<file path="config.mk">
export PLATFORM = sky130hd
export DESIGN_NAME = cla_accu
export DESIGN_NICKNAME = d
export VERILOG_FILES = /design/src/rtl/cla_accu_pkg.sv /design/src/rtl/cla_accu_cla.sv /design/src/rtl/cla_accu.sv
export SDC_FILE = /design/constraint.sdc
export NUM_CORES = 1
export LEC_CHECK = 0
export BUFFER_PORTS_ARGS = -buffer_cell sky130_fd_sc_hd__buf_4
export CORE_MARGIN = 4
export CORE_UTILIZATION = 35
export CTS_BUF_LIST = sky130_fd_sc_hd__clkbuf_8 sky130_fd_sc_hd__clkbuf_16
export CTS_CLUSTER_SIZE = 28
export DETAILED_ROUTE_END_ITERATION = 12
export PLACE_DENSITY = 0.54
export SLEW_MARGIN = 20
export SYNTH_ARGS = -nofsm -noshare
export SYNTH_HDL_FRONTEND = slang
export SYNTH_HIERARCHICAL = 1
export SYNTH_SLANG_ARGS = --single-unit
</file>
<file path="constraint.sdc">
create_clock -name clk -period 3.85 [get_ports clk]
set_clock_uncertainty 0.1 [all_clocks]
set_input_delay 0.5775 -clock clk [delete_from_list [all_inputs] [get_ports clk]]
set_output_delay 0.5775 -clock clk [all_outputs]
set_load 0.02 [all_outputs]
</file>
<file path="src/rtl/cla_accu_pkg.sv">
// Shared definitions for the cla_accu frame accumulator: state encoding and
// counter width helper.
package cla_accu_pkg;

  typedef enum logic {
    ST_ACC  = 1'b0,
    ST_DONE = 1'b1
  } state_t;

  // Width needed to count 0..count inclusive.
  function automatic int unsigned cnt_width(input int unsigned count);
    return (count < 1) ? 1 : $clog2(count + 1);
  endfunction

endpackage

</file>
<file path="src/rtl/cla_accu_cla.sv">
// cla: WIDTH groups of 4-bit carry-lookahead logic with a lookahead group
// carry chain; produces an unsigned sum and the final carry-out.
module cla #(
  parameter int unsigned WIDTH = 8
) (
  input  logic [4*WIDTH-1:0] a,
  input  logic [4*WIDTH-1:0] b,
  output logic [4*WIDTH-1:0] s,
  output logic               c
);

  localparam int unsigned DW = 4 * WIDTH;

  logic [DW-1:0]    g;
  logic [DW-1:0]    p;
  logic [DW-1:0]    cy;
  logic [WIDTH-1:0] gg;
  logic [WIDTH-1:0] gp;
  logic             carry;

  always_comb begin
    g     = a & b;
    p     = a ^ b;
    gg    = '0;
    gp    = '0;
    cy    = '0;
    carry = 1'b0;
    for (int unsigned i = 0; i < WIDTH; i++) begin
      gg[i] = g[4*i+3]
            | (p[4*i+3] & g[4*i+2])
            | (p[4*i+3] & p[4*i+2] & g[4*i+1])
            | (p[4*i+3] & p[4*i+2] & p[4*i+1] & g[4*i]);
      gp[i] = &p[4*i +: 4];
    end
    // Bit carries inside each group are expanded from the group carry-in,
    // so only the group carry is chained.
    for (int unsigned i = 0; i < WIDTH; i++) begin
      cy[4*i]   = carry;
      cy[4*i+1] = g[4*i] | (p[4*i] & carry);
      cy[4*i+2] = g[4*i+1] | (p[4*i+1] & g[4*i]) | (p[4*i+1] & p[4*i] & carry);
      cy[4*i+3] = g[4*i+2] | (p[4*i+2] & g[4*i+1])
                | (p[4*i+2] & p[4*i+1] & g[4*i])
                | (p[4*i+2] & p[4*i+1] & p[4*i] & carry);
      carry     = gg[i] | (gp[i] & carry);
    end
    s = p ^ cy;
    c = carry;
  end

endmodule

</file>
<file path="src/rtl/cla_accu.sv">
// cla_accu: sums COUNT unsigned operands per frame through one cla adder with
// a sticky carry flag. Define CLA_ACCU_SATURATE_EN to clamp the total on carry.
module cla_accu
  import cla_accu_pkg::*;
#(
  parameter int unsigned WIDTH = 8,
  parameter int unsigned COUNT = 4
) (
  input  logic               clk,
  input  logic               rst,
  input  logic [4*WIDTH-1:0] in_data,
  input  logic               in_valid,
  output logic               in_ready,
  output logic [4*WIDTH-1:0] out_data,
  output logic               out_ovf,
  output logic               out_valid,
  input  logic               out_ready
);

  localparam int unsigned    DW   = 4 * WIDTH;
  localparam int unsigned    CW   = cnt_width(COUNT);
  localparam logic [CW-1:0]  LAST = CW'(COUNT - 1);

  if (COUNT < 1) begin : g_bad_count
    $error("cla_accu: COUNT must be >= 1");
  end

  state_t        state, state_n;
  logic [DW-1:0] acc, acc_n;
  logic          ovf, ovf_n;
  logic [CW-1:0] cnt, cnt_n;
  logic [DW-1:0] sum;
  logic          carry;

  cla #(.WIDTH(WIDTH)) u_cla (
    .a (acc),
    .b (in_data),
    .s (sum),
    .c (carry)
  );

  always_ff @(posedge clk or posedge rst) begin
    if (rst) begin
      state <= ST_ACC;
      acc   <= '0;
      ovf   <= 1'b0;
      cnt   <= '0;
    end else begin
      state <= state_n;
      acc   <= acc_n;
      ovf   <= ovf_n;
      cnt   <= cnt_n;
    end
  end

  always_comb begin
    state_n   = state;
    acc_n     = acc;
    ovf_n     = ovf;
    cnt_n     = cnt;
    in_ready  = 1'b0;
    out_valid = 1'b0;
    case (state)
      ST_ACC: begin
        in_ready = 1'b1;
        if (in_valid) begin
`ifdef CLA_ACCU_SATURATE_EN
          acc_n = carry ? '1 : sum;
`else
          acc_n = sum;
`endif
          ovf_n = ovf | carry;
          cnt_n = cnt + 1'b1;
          if (cnt == LAST) state_n = ST_DONE;
        end
      end
      ST_DONE: begin
        out_valid = 1'b1;
        if (out_ready) begin
          acc_n   = '0;
          ovf_n   = 1'b0;
          cnt_n   = '0;
          state_n = ST_ACC;
        end
      end
      default: state_n = ST_ACC;
    endcase
  end

  assign out_data = acc;
  assign out_ovf  = ovf;

endmodule

</file>
Word-level counts from Yosys, hierarchy flattened --
Index checks and enable logic that the tools add are counted. Widths: inputs -> output; s select.
Storage, ports and cells: bits in registers 37, input port bits 36, output and inout port bits 35, logic and storage cells 226
Operators by class: add/subtract/negate cells 1, equality and inequality tests 3, muxes and demuxes 15, bitwise gates (word level) 195, reductions and logical operators 8
Operator list (number):
- $and 1x1->1 | 114
- $or 1x1->1 | 77
- $mux 32 | 2
- $pmux 32 s2 | 1
- $xor 32x32->32 | 2
- $and 32x32->32 | 1
- $reduce_and 4->1 | 7
- $mux 1 | 7
- $mux 3 | 2
- $pmux 3 s2 | 1
- $ne 2x2->1 const B | 2
- $pmux 1 s2 | 2
- $add 3x1->3 const B | 1
- $eq 3x2->1 const B | 1
- $reduce_and 2->1 | 1
- $not 1->1 | 1

Longest topological paths before layout --
Gate-level depths: netlist of the first run.
depth after elaboration 22, mapped depth 13, mapped depth without buffers 13

Hierarchy --
Netlist of the first run, hierarchy kept.
By module, submodules not included:
- cla_accu | instances 1, cells an instance 124, area each 1552.7 um2, seq. area each 925.9 um2
- cla | instances 1, cells an instance 165, area each 1395.1 um2, seq. area each 0.0 um2

Least setup slack after synthesis of the first run --
No wires, ideal clock.
path kind input-to-reg, from in in_data[17], to reg acc[29], in the netlist out_data[29], setup time 121 ps, arrival time 2885 ps, data required time 3629 ps, slack 744 ps, stages on the path 11, buffers on the path 0, cells stage by stage ha_1 -> a21o_1 -> a21o_1 -> a21oi_2 -> a2bb2oi_2 -> a21oi_1 -> a2111oi_4 -> inv_1 -> fa_1 -> xor2_1 -> a22o_1
Between the ends: longest elaborated chain between the ends 14, elaborated cells between the ends (all ways) 19, those cells by class mux: 2; bitwise: 16; reduce/logical: 1
RTL lines:
- start, declared | RTL line cla_accu.sv:11 | input logic [4*WIDTH-1:0] in_data,
- $and 32x32->32 or $xor 32x32->32 (tied branches) | RTL line cla_accu_cla.sv:22, cla_accu_cla.sv:23
- $and 1x1->1 (on tied branches) | RTL line cla_accu_cla.sv:31, cla_accu_cla.sv:32
- $or 1x1->1 or $and 1x1->1 (tied branches) | RTL line cla_accu_cla.sv:31, cla_accu_cla.sv:32
- $or 1x1->1 | RTL line cla_accu_cla.sv:32 | | (p[4*i+3] & p[4*i+2] & p[4*i+1] & g[4*i]);
- $or 1x1->1 (*) | RTL line cla_accu_cla.sv:44 | carry = gg[i] | (gp[i] & carry);
- $and 1x1->1 (*) | RTL line cla_accu_cla.sv:44
- $or 1x1->1 (*) | RTL line cla_accu_cla.sv:44
- $and 1x1->1 (*) | RTL line cla_accu_cla.sv:44
- $or 1x1->1 (*) | RTL line cla_accu_cla.sv:44
- $and 1x1->1 (*) | RTL line cla_accu_cla.sv:39 | cy[4*i+1] = g[4*i] | (p[4*i] & carry);
- $or 1x1->1 (*) | RTL line cla_accu_cla.sv:39
- $xor 32x32->32 (*) | RTL line cla_accu_cla.sv:46 | s = p ^ cy;
- net sum[29] | RTL line cla_accu.sv:32 | logic [DW-1:0] sum;
- $mux 32 (*) | RTL line cla_accu.sv:66 | if (in_valid) begin
- $pmux 32 s2 (*) | RTL line cla_accu.sv:63 | case (state)
- end signal, assigned | RTL line cla_accu.sv:50 | acc <= acc_n;
- end, declared | RTL line cla_accu.sv:29 | logic [DW-1:0] acc, acc_n;
The timed path passes the listed nets; every way through them passes the cells marked *. The select of a mux whose other input is x is not followed. A chain may end at the register's enable or synchronous reset.

Worst setup path in the final report of the first run --
from reg acc[16], in the netlist out_data[16], to reg acc[29], in the netlist out_data[29]
Between the ends: longest elaborated chain between the ends 13, elaborated cells between the ends (all ways) 16, those cells by class mux: 2; bitwise: 13; reduce/logical: 1
RTL lines (RTL line):
- $xor 32x32->32 or $and 32x32->32 (tied branches) | cla_accu_cla.sv:23, cla_accu_cla.sv:22
- $reduce_and 4->1 or $and 1x1->1 (tied branches) | cla_accu_cla.sv:33, cla_accu_cla.sv:32
- $and 1x1->1 or $or 1x1->1 (tied branches) | cla_accu_cla.sv:44, cla_accu_cla.sv:32
- $or 1x1->1 (*) | cla_accu_cla.sv:44
- $and 1x1->1 (*) | cla_accu_cla.sv:44
- $or 1x1->1 (*) | cla_accu_cla.sv:44
- $and 1x1->1 (*) | cla_accu_cla.sv:44
- $or 1x1->1 (*) | cla_accu_cla.sv:44
- $and 1x1->1 (*) | cla_accu_cla.sv:39
- $or 1x1->1 (*) | cla_accu_cla.sv:39
- $xor 32x32->32 (*) | cla_accu_cla.sv:46
- net sum[29] | cla_accu.sv:32
- $mux 32 (*) | cla_accu.sv:66
- $pmux 32 s2 (*) | cla_accu.sv:63
Marked as above.

==> results.yml, run 1 <==
place:
  dp_cells: 457
  pre_cts_slack_ns: 0.454
  globalplace.congestion: 0.810
  port_buffers: 70
  hpwlAfterDp_um: 5540
synth:
  syn_avg_cell_area_um2: 10.2
  yosys_warnings: 6
  synth-edff-count: 0
  synth_cell_types: 55
  ys.flop_type: "dfrtp_1"
  syn-num-nets: 367
  syn_inst: 289
  ys_seq_area_frac: 0.314
  syn_area_um2: 2950
  ys_ff_latch: 37
  async_reset_ff_frac: 1.00
sta:
  relSlewSlack: 0.514
  slew_viol_final: 0
  setup_violations: 0
  max_freq_ghz: 0.314
  min_period_ns: 3.18
  finalHoldViolCount: 0
  fin_ws_ns: 0.667
  fin_crit_sh: 0.827
  fin_tns_setup_ns: 0
  worst_pin_slew_ns: 0.727
  rsz0062_at_grt: "false"
setup_path:
  critPathLaunch: "out_data[16]"
  arrival_ns: 3.26
  r2r_end: "out_data[29]"
  rr_worst_depth: 11
  timing.rr.start: "out_data[16]"
  cp_max_fo: 5
  reg2reg_slack_ns: 0.67
  cp-start-kind: "flip-flop"
  crit_required_ns: 3.93
  crit_path_end_kind: "flip-flop"
  crit_type: "reg2reg"
global_routing:
  grt_pass1_wl_um: 12100
  grt_max_degree: 26
  grt_pass1_vias: 2543
  antenna_found_initial: 0
  gr-total-overflow: 0
  grt_usage: 0.151
flow_run:
  maxCapViolCount: 0
finish:
  antennaDiodeCount: 0
  finalNetCount: 437
  fill_cells: 803
  layout_commonest_cell: "buf_4"
  layout-drive-gt1-share: 0.261
  layout_common_cells: "73 x buf_4, 37 x dfrtp_1, 34 x ha_1"
  postLayoutCoreUtil: 0.448
  layout.cells.non_filler: 465
  syn_to_final_growth_pct: 24.8
floorplanning:
  chipHeight_um: 99.8
  core_area_um2: 8220
  std_cell_rows: 33
  die-area_um2: 9960
  start_util: 0.359
  die_x_um: 99.8
  pin_count: 71
clocking:
  clk_latency_ns: 0.29
  ctsResizeCount: 0
  cts_tree: "done"
  cts_hold_buf: 0
  cts_root_buf: "clkbuf_8"
  numClockSinks: 37
  cts_htree_levels: 2
  postCtsSetupRepairBufs: 0
  path_clk_slew_ns: 0.08
  numCtsBuffers: 5
  cts_max_path_buffers: 2
detailed_routing:
  totalWireLength_um: 7080
  vias: 2424
  wl_met2_um: 3290
  firstDrtPassIters: 5
  drt_iter0_drc: 66
  wl_met3_um: 493
  top_layer: "met4"
  met1_length_um: 3230
  viasPerCell: 5.21
  wl_per_cell_um: 15.2
  drcViolationCount: 0
  postRouteAntennaNets: 0
outcome:
  status: "finished, final reports clean"
pwr:
  ir_drop_v: 0.000322
  p_leak_nw: 1.83
  power.density_nw_per_um2: 878
hold_path:
  hold_path.class: "in2async"
## metal layers
metal	up-vias	track usage
met5	-	0
met4	0	0.0483
met3	8	0.0438
met2	64	0.241
met1	1140	0.197
li1	1212	-
## synthesized netlist by cell type, types with 2 or more instances
library cell   n  area share
a21boi_1       2      0.0051
a21o_1         9       0.023
a21oi_1       16       0.027
a22o_1        20       0.059
and3_1         3      0.0064
and4_4         2      0.0076
buf_2          3      0.0051
buf_4          2      0.0051
buf_6          2      0.0076
clkbuf_1       3      0.0038
dfrtp_1       37        0.31
fa_1           8       0.054
ha_1          34        0.14
inv_1          8       0.010
mux2i_1       16       0.054
nand2_1       24       0.031
nand2b_1       3      0.0064
nand3_1        6       0.010
nand4_1        2      0.0042
nor2_1         9       0.011
nor3_1         6       0.010
o21a_1         4       0.010
o21ai_1       20       0.034
o311ai_1       2      0.0059
xnor2_1        6       0.018
xor2_1        13       0.039
## logic make-up (layout without fill, tap and decap cells)
group                    count (synthesis)  in the layout  share of synthesized area
adder cells (fa/ha/maj)                 42             42                      0.199
AO/OA/AOI/OAI                           92             92                      0.232
multiplexers                            17             17                     0.0581
buffers and inverters                   19             90                     0.0331
XOR/XNOR                                19             19                     0.0565
AND/OR/NAND/NOR                         63             63                      0.107
flip-flops                              37             37                      0.314
## cell type report
cell class              count  area, um^2  area share
clock buffers               6        82.6      0.0224
clock inverters             2        33.8     0.00918
well taps                 105         131      0.0357
repair buffers             73         548       0.149
flip-flops and latches     37         926       0.252
inverters                   9        33.8     0.00918
multi-input cells         233        1920       0.523
## power breakdown
part           internal (W)  switching, W  total (W)
clock              0.000209      0.000147   0.000356
combinational      0.000984       0.00109    0.00208
sequential         0.000587      0.000211   0.000798
total               0.00178       0.00145    0.00323
## how the worst max path moves through the flow
stage	slack, ns	endpoint	depth (start not counted)
floorplan	0.74	out_data[29]	11
global placement	0.46	out_data[29]	12
detailed placement	0.45	out_data[29]	12
CTS	0.67	out_data[29]	11
global route	0.46	out_data[29]	11
finish	0.67	out_data[29]	11
## state kept, by name, summed over array words and instances (netlist names)
signal    count
cnt           3
out_ovf       1
out_data     32
state         1
## critical path, cell delays in order (launching register included)
cell and delay [ns]:
dfrtp_1 0.46, ha_1 0.36, and4_4 0.19, and3_1 0.19
a22o_1 0.22, o21ai_1 0.19, a21oi_1 0.13, a2111oi_4 0.39
inv_1 0.10, fa_1 0.39, xor2_1 0.17, a22o_1 0.20
## through the flow
| stage | hold slack [ns] | instance area, um^2 | power, W |
|---|---|---|---|
| floorplan | 0.370 | 2950 | 0.00230 |
| global route | 0.264 | 3680 | 0.00356 |
| finish | 0.221 | 3680 | 0.00323 |
| detailed placement | 0.387 | 3560 | 0.00291 |
| global placement | 0.386 | 3560 | 0.00287 |
| CTS | 0.233 | 3680 | 0.00328 |
Power figures use the tool's default switching activity.
==> run 2, diff against run 1 <==
--- a/config.mk
+++ b/config.mk
@@ -5,6 +5,7 @@
 export SDC_FILE = /design/constraint.sdc
 export NUM_CORES = 1
 export LEC_CHECK = 0
+export ABC_AREA = 1
 export BUFFER_PORTS_ARGS = -buffer_cell sky130_fd_sc_hd__buf_4
 export CORE_MARGIN = 4
 export CORE_UTILIZATION = 35
==> constraint.sdc (replaced) <==
create_clock -name clk -period 3.15 [get_ports clk]
set_clock_uncertainty 0.1 [all_clocks]
set_input_delay 0.4725 -clock clk [delete_from_list [all_inputs] [get_ports clk]]
set_output_delay 0.4725 -clock clk [all_outputs]
set_load 0.02 [all_outputs]
==> run 2 against run 1 <==
  * Total power grew 14%
  * Sequential share of layout area up 0.91 points
  * Non-clock buffer count fell by 2
  * Clock power rose by 4%
  * Global-route usage decreased by 0.87 points
  * Critical endpoint unchanged
  * Setup slack worse by 0.30 ns
  * Hold slack worse by 0.011 ns
  * Clock-buffer cell count grew 1
  * Register-to-register slack got worse by 0.30 ns
  * Core utilization grew 0.46 points
  * Sequential power up 19%
==> results.yml, run 2 <==
setup_path:
  arrival_ns: 2.86
  crit_path_end_kind: "flip-flop"
  critPathLaunch: "out_data[3]"
  cp_max_fo: 3
  crit_type: "reg2reg"
  cp-start-kind: "flip-flop"
  timing.rr.start: "out_data[3]"
  crit_required_ns: 3.23
floorplanning:
  chipHeight_um: 98.4
  pin_count: 71
  start_util: 0.365
  core_area_um2: 7850
  die_x_um: 98.4
  die-area_um2: 9690
  std_cell_rows: 32
clocking:
  cts_hold_buf: 0
  cts_root_buf: "clkbuf_8"
  postCtsSetupRepairBufs: 0
  path_clk_slew_ns: 0.08
  numClockSinks: 37
  numCtsBuffers: 5
  cts_htree_levels: 2
  cts_max_path_buffers: 2
  clk_latency_ns: 0.29
  ctsResizeCount: 0
  cts_tree: "done"
pwr:
  power_switching_w: 0.00175
  p_comb_frac: 0.641
  p_clk_frac: 0.101
  ir_drop_v: 0.000368
  internal_power_w: 0.00192
  p_leak_nw: 2.00
  power.density_nw_per_um2: 1030
  p_seq_frac: 0.258
  switching_share: 0.478
place:
  globalplace.congestion: 0.791
  port_buffers: 70
  hpwlAfterDp_um: 4740
  dp_cells: 502
synth:
  synth.most_common_cell: "nand2_1"
  ys_ff_latch: 37
  yosys_warnings: 6
  syn-num-nets: 416
  synth_cell_types: 28
  synth-edff-count: 0
  ys_seq_area_frac: 0.323
  yosysTopAreaCellShare: 0.323
  ys.flop_type: "dfrtp_1"
  yosysTopAreaCell: "dfrtp_1"
  async_reset_ff_frac: 1.00
  synth_common_cells: "105 x nand2_1, 45 x nand3_1, 37 x dfrtp_1"
  synth_top_cells_by_area: "dfrtp_1 32%, ha_1 15%, nand2_1 14%, nand3_1 7.9%, fa_1 5.6%"
  syn_area_um2: 2860
  syn_inst: 338
  syn_avg_cell_area_um2: 8.47
outcome:
  status: "finished, final reports clean"
finish:
  largest_reg_flops: 32
  finalNetCount: 485
  antennaDiodeCount: 0
  syn_to_final_growth_pct: 24.0
  layout-drive-gt1-share: 0.260
  layout.cells.non_filler: 510
  layout_common_cells: "105 x nand2_1, 71 x buf_4, 45 x nand3_1"
  layout_commonest_cell: "nand2_1"
hold_path:
  hold_path.class: "in2async"
global_routing:
  grt_pass1_vias: 2428
  grt_usage: 0.142
  grt_pass1_wl_um: 11300
  gr-total-overflow: 0
  antenna_found_initial: 0
  grt_max_degree: 38
sta:
  rsz0062_at_grt: "false"
  worst_pin_slew_ns: 0.860
  fin_crit_sh: 0.883
  max_freq_ghz: 0.360
  fin_tns_setup_ns: 0
  min_period_ns: 2.78
  relSlewSlack: 0.425
  slew_viol_final: 0
  setup_violations: 0
  finalHoldViolCount: 0
flow_run:
  maxCapViolCount: 0
detailed_routing:
  drt_iter0_drc: 45
  vias: 2412
  viasPerCell: 4.73
  postRouteAntennaNets: 0
  totalWireLength_um: 6540
  drcViolationCount: 0
  wl_per_cell_um: 12.8
  firstDrtPassIters: 4
## run 2: path summary, 6_finish.rpt
| path | depth (start not counted) | endpoint | slack (ns) |
|---|---|---|---|
| setup / recovery | 20 | out_data[29] | 0.37 |
| hold / removal | 3 | out_data[2] | 0.21 |
| setup reg to reg | 20 | out_data[29] | 0.37 |
| hold reg to reg | 2 | cnt[2] | 0.40 |
| max in group asynchronous | 3 | out_data[29] | 2.39 |
| min in group clk | 2 | state | 0.28 |
## run 2: critical path: stages, from the launching register on
cell     delay, ns
dfrtp_1       0.40
ha_1          0.34
or2_0         0.23
nand2_1       0.08
nand2_2       0.07
nand2_2       0.08
nand2_4       0.07
nand2_4       0.06
nand2_4       0.06
nand2_4       0.06
nand2_4       0.06
nand2_4       0.07
nand2_4       0.06
nand2_4       0.07
nand2_4       0.06
nand2_4       0.07
nand2_4       0.06
fa_1          0.38
xor2_1        0.17
nand2_1       0.06
nand2_1       0.05
## run 2: cell type report
cell class / instances / area, um^2
flip-flops and latches: 37 / 926
clock buffers: 7 / 96.3
inverters: 18 / 67.6
multi-input cells: 274 / 1800
fillers: 829 / 4300
well taps: 102 / 128
clock inverters: 1 / 5.00
repair buffers: 71 / 533
## run 2: metal layers
metal / track usage / share of wire
met2: 0.238 / 0.48
met4: 0.0368 / 0.0081
met5: 0 / 0
met1: 0.186 / 0.46
met3: 0.0326 / 0.056
## run 2: through the flow
step | worst slack [ns] | hold slack, ns | utilization | area, um^2 | total power, W
CTS | 0.340 | 0.219 | 0.452 | 3550 | 0.00373
floorplan | 0.414 | 0.369 | - | 2860 | 0.00268
detailed placement | 0.171 | 0.392 | 0.440 | 3450 | 0.00334
global route | 0.189 | 0.268 | 0.452 | 3550 | 0.00409
finish | 0.369 | 0.211 | 0.452 | 3550 | 0.00367
global placement | 0.222 | 0.383 | 0.440 | 3450 | 0.00332
## run 2: cells by family after synthesis
group                    Yosys count  share of synthesized area
AO/OA/AOI/OAI                     24                     0.0498
XOR/XNOR                          20                     0.0612
adder cells (fa/ha/maj)           42                      0.205
buffers and inverters             27                     0.0494
flip-flops                        37                      0.323
AND/OR/NAND/NOR                  188                      0.312
## run 2: power groups by stage
stage | combinational (W) | sequential [W] | clock [W]
detailed placement | 0.00238 | 0.000959 | 0
CTS | 0.00239 | 0.000952 | 0.000394
finish | 0.00235 | 0.000946 | 0.000371
global route | 0.00268 | 0.000995 | 0.000415
floorplan | 0.00150 | 0.00117 | 0
global placement | 0.00236 | 0.000956 | 0
==> run 3, diff against run 2 <==
--- a/config.mk
+++ b/config.mk
@@ -7,12 +7,11 @@
 export LEC_CHECK = 0
 export ABC_AREA = 1
 export BUFFER_PORTS_ARGS = -buffer_cell sky130_fd_sc_hd__buf_4
-export CORE_MARGIN = 4
-export CORE_UTILIZATION = 35
+export CORE_UTILIZATION = 40
 export CTS_BUF_LIST = sky130_fd_sc_hd__clkbuf_8 sky130_fd_sc_hd__clkbuf_16
 export CTS_CLUSTER_SIZE = 28
 export DETAILED_ROUTE_END_ITERATION = 12
-export PLACE_DENSITY = 0.54
+export PLACE_DENSITY = 0.61
 export SLEW_MARGIN = 20
 export SYNTH_ARGS = -nofsm -noshare
 export SYNTH_HDL_FRONTEND = slang
==> run 3 against run 2 <==
  * Clock power grew 18%
  * Die area shrank 23%
  * Critical path type unchanged
  * Via count grew 1.3%
  * Sequential share of layout area shrank 0.055 points
  * Flip-flop and latch count is the same
  * Sequential power is essentially flat
  * Hold slack lost 0.0089 ns
  * Clock-buffer cell count shrank 1
  * Critical endpoint unchanged
  * First-iteration DRC count grew 140%
  * Largest cell class unchanged
  * Critical path depth shrank 1
  * Final cell count shrank 1.2%
  * Core utilization grew 6.6 points
==> results.yml, run 3 (same netlist as run 2, synthesis figures left out) <==
outcome:
  status: "finished, final reports clean"
place:
  placed_area_um2: 3440
  dp_cells: 496
  port_buffers: 70
  hpwlAfterDp_um: 4550
  globalplace.congestion: 0.779
sta:
  fin_tns_setup_ns: 0
  finalHoldViolCount: 0
  setup_violations: 0
  slew_viol_final: 0
  worst_pin_slew_ns: 0.872
  min_period_ns: 2.77
  rsz0062_at_grt: "false"
  fin_crit_sh: 0.880
  relSlewSlack: 0.417
  max_freq_ghz: 0.361
floorplanning:
  die_x_um: 86.6
  pin_count: 71
  chipHeight_um: 86.6
  std_cell_rows: 30
  start_util: 0.417
  die-area_um2: 7500
  core_area_um2: 6870
detailed_routing:
  firstDrtPassIters: 4
  vias: 2444
  drcViolationCount: 0
  drt_iter0_drc: 106
  viasPerCell: 4.85
  totalWireLength_um: 6300
  wl_per_cell_um: 12.5
  postRouteAntennaNets: 0
global_routing:
  grt_pass1_vias: 2354
  grt_max_degree: 37
  grt_usage: 0.183
  grt_pass1_wl_um: 10900
  antenna_found_initial: 0
  gr-total-overflow: 0
setup_path:
  timing.rr.start: "out_data[5]"
  crit_path_top_delay_cell: "dfrtp_1"
  cp_max_fo: 4
  r2r_end: "out_data[29]"
  cp-start-kind: "flip-flop"
  critPathTopFamily: "simple AND/OR/NAND/NOR gates"
  crit_top_cell: "nand2_4"
  reg2reg_slack_ns: 0.38
  rr_worst_depth: 19
  crit_type: "reg2reg"
  crit_path_max_incr_delay_ns: 0.40
  crit_buf_inv: 0
  crit_required_ns: 3.23
  arrival_ns: 2.86
  crit_path_end_kind: "flip-flop"
  path_cells: "ha_1 > a21oi_1 > nor2_1 > nor2_2 > nand2_4 > nand2_4 > nand2_4 > nand2_4 > nand2_4 > nand2_4 > nand2_4 > nand2_4 > nand2_4 > nand2_4 > nand2_4 > fa_1 > xor2_1 > nand2_1 > nand2_1"
finish:
  antennaDiodeCount: 0
  layout_common_cells: "105 x nand2_1, 71 x buf_4, 45 x nand3_1"
  layout-drive-gt1-share: 0.257
  largest_reg_flops: 32
  layout.cells.non_filler: 504
  postLayoutCoreUtil: 0.518
  regArea_um2: 926
  multiInputGateArea_um2: 1800
  fin_area_um2: 3560
  layout_commonest_cell: "nand2_1"
  fill_cells: 699
  finalNetCount: 485
  syn_to_final_growth_pct: 24.3
flow_run:
  maxCapViolCount: 0
clocking:
  numClockSinks: 37
  cts_tree: "done"
  cts_htree_levels: 2
  cts_root_buf: "clkbuf_8"
  clk_latency_ns: 0.29
  numCtsBuffers: 5
  cts_max_path_buffers: 2
  cts_hold_buf: 0
  postCtsSetupRepairBufs: 0
  path_clk_slew_ns: 0.08
  ctsResizeCount: 0
pwr:
  ir_drop_v: 0.000546
  power.total_w: 0.00374
  power.density_nw_per_um2: 1050
  p_leak_nw: 2.01
hold_path:
  hold_path.class: "in2async"
-- run 3: cell types whose count changed in the layout (fill, tap and decap cells not counted) --
cell and delta:
bufinv_16 +1, clkbuf_8 -1, inv_1 +1, clkinv_2 -1
-- run 3: worst max path at each step --
stage                              end         from  cells past startpoint
final                     out_data[29]  out_data[5]                     19
after global routing      out_data[29]  out_data[3]                     20
after CTS                 out_data[29]  out_data[5]                     19
after detailed placement  out_data[29]   in_data[5]                     20
after global placement    out_data[29]   in_data[3]                     21
after floorplan           out_data[29]  out_data[3]                     20
-- run 3: per-stage QoR --
| stage | hold WS [ns] | setup slack (ns) |
|---|---|---|
| 6_report | 0.202 | 0.378 |
| 5_1_grt | 0.252 | 0.183 |
| 4_1_cts | 0.218 | 0.351 |
| 3_5_place_dp | 0.399 | 0.184 |
| 3_3_place_gp | 0.382 | 0.236 |
| 2_1_floorplan | 0.369 | 0.414 |
-- run 3: routing by layer --
metal	track usage	part of all wire
met4	0.0439	0.0086
met5	0	0
met1	0.244	0.47
met2	0.306	0.47
met3	0.0352	0.051
-- run 3: report_power, final --
part / switching (W) / internal, W / total (W)
Clock: 0.000180 / 0.000255 / 0.000436
Combinational: 0.00135 / 0.00101 / 0.00236
Sequential: 0.000232 / 0.000712 / 0.000944
-- run 3: layout make-up --
cell class,count,area share
Sequential cell,37,0.260
Tap cell,96,0.0338
Clock inverter,2,0.00949
Clock buffer,6,0.0232
Inverter,18,0.0190
Timing Repair Buffer,71,0.150
Multi-Input combinational cell,274,0.505
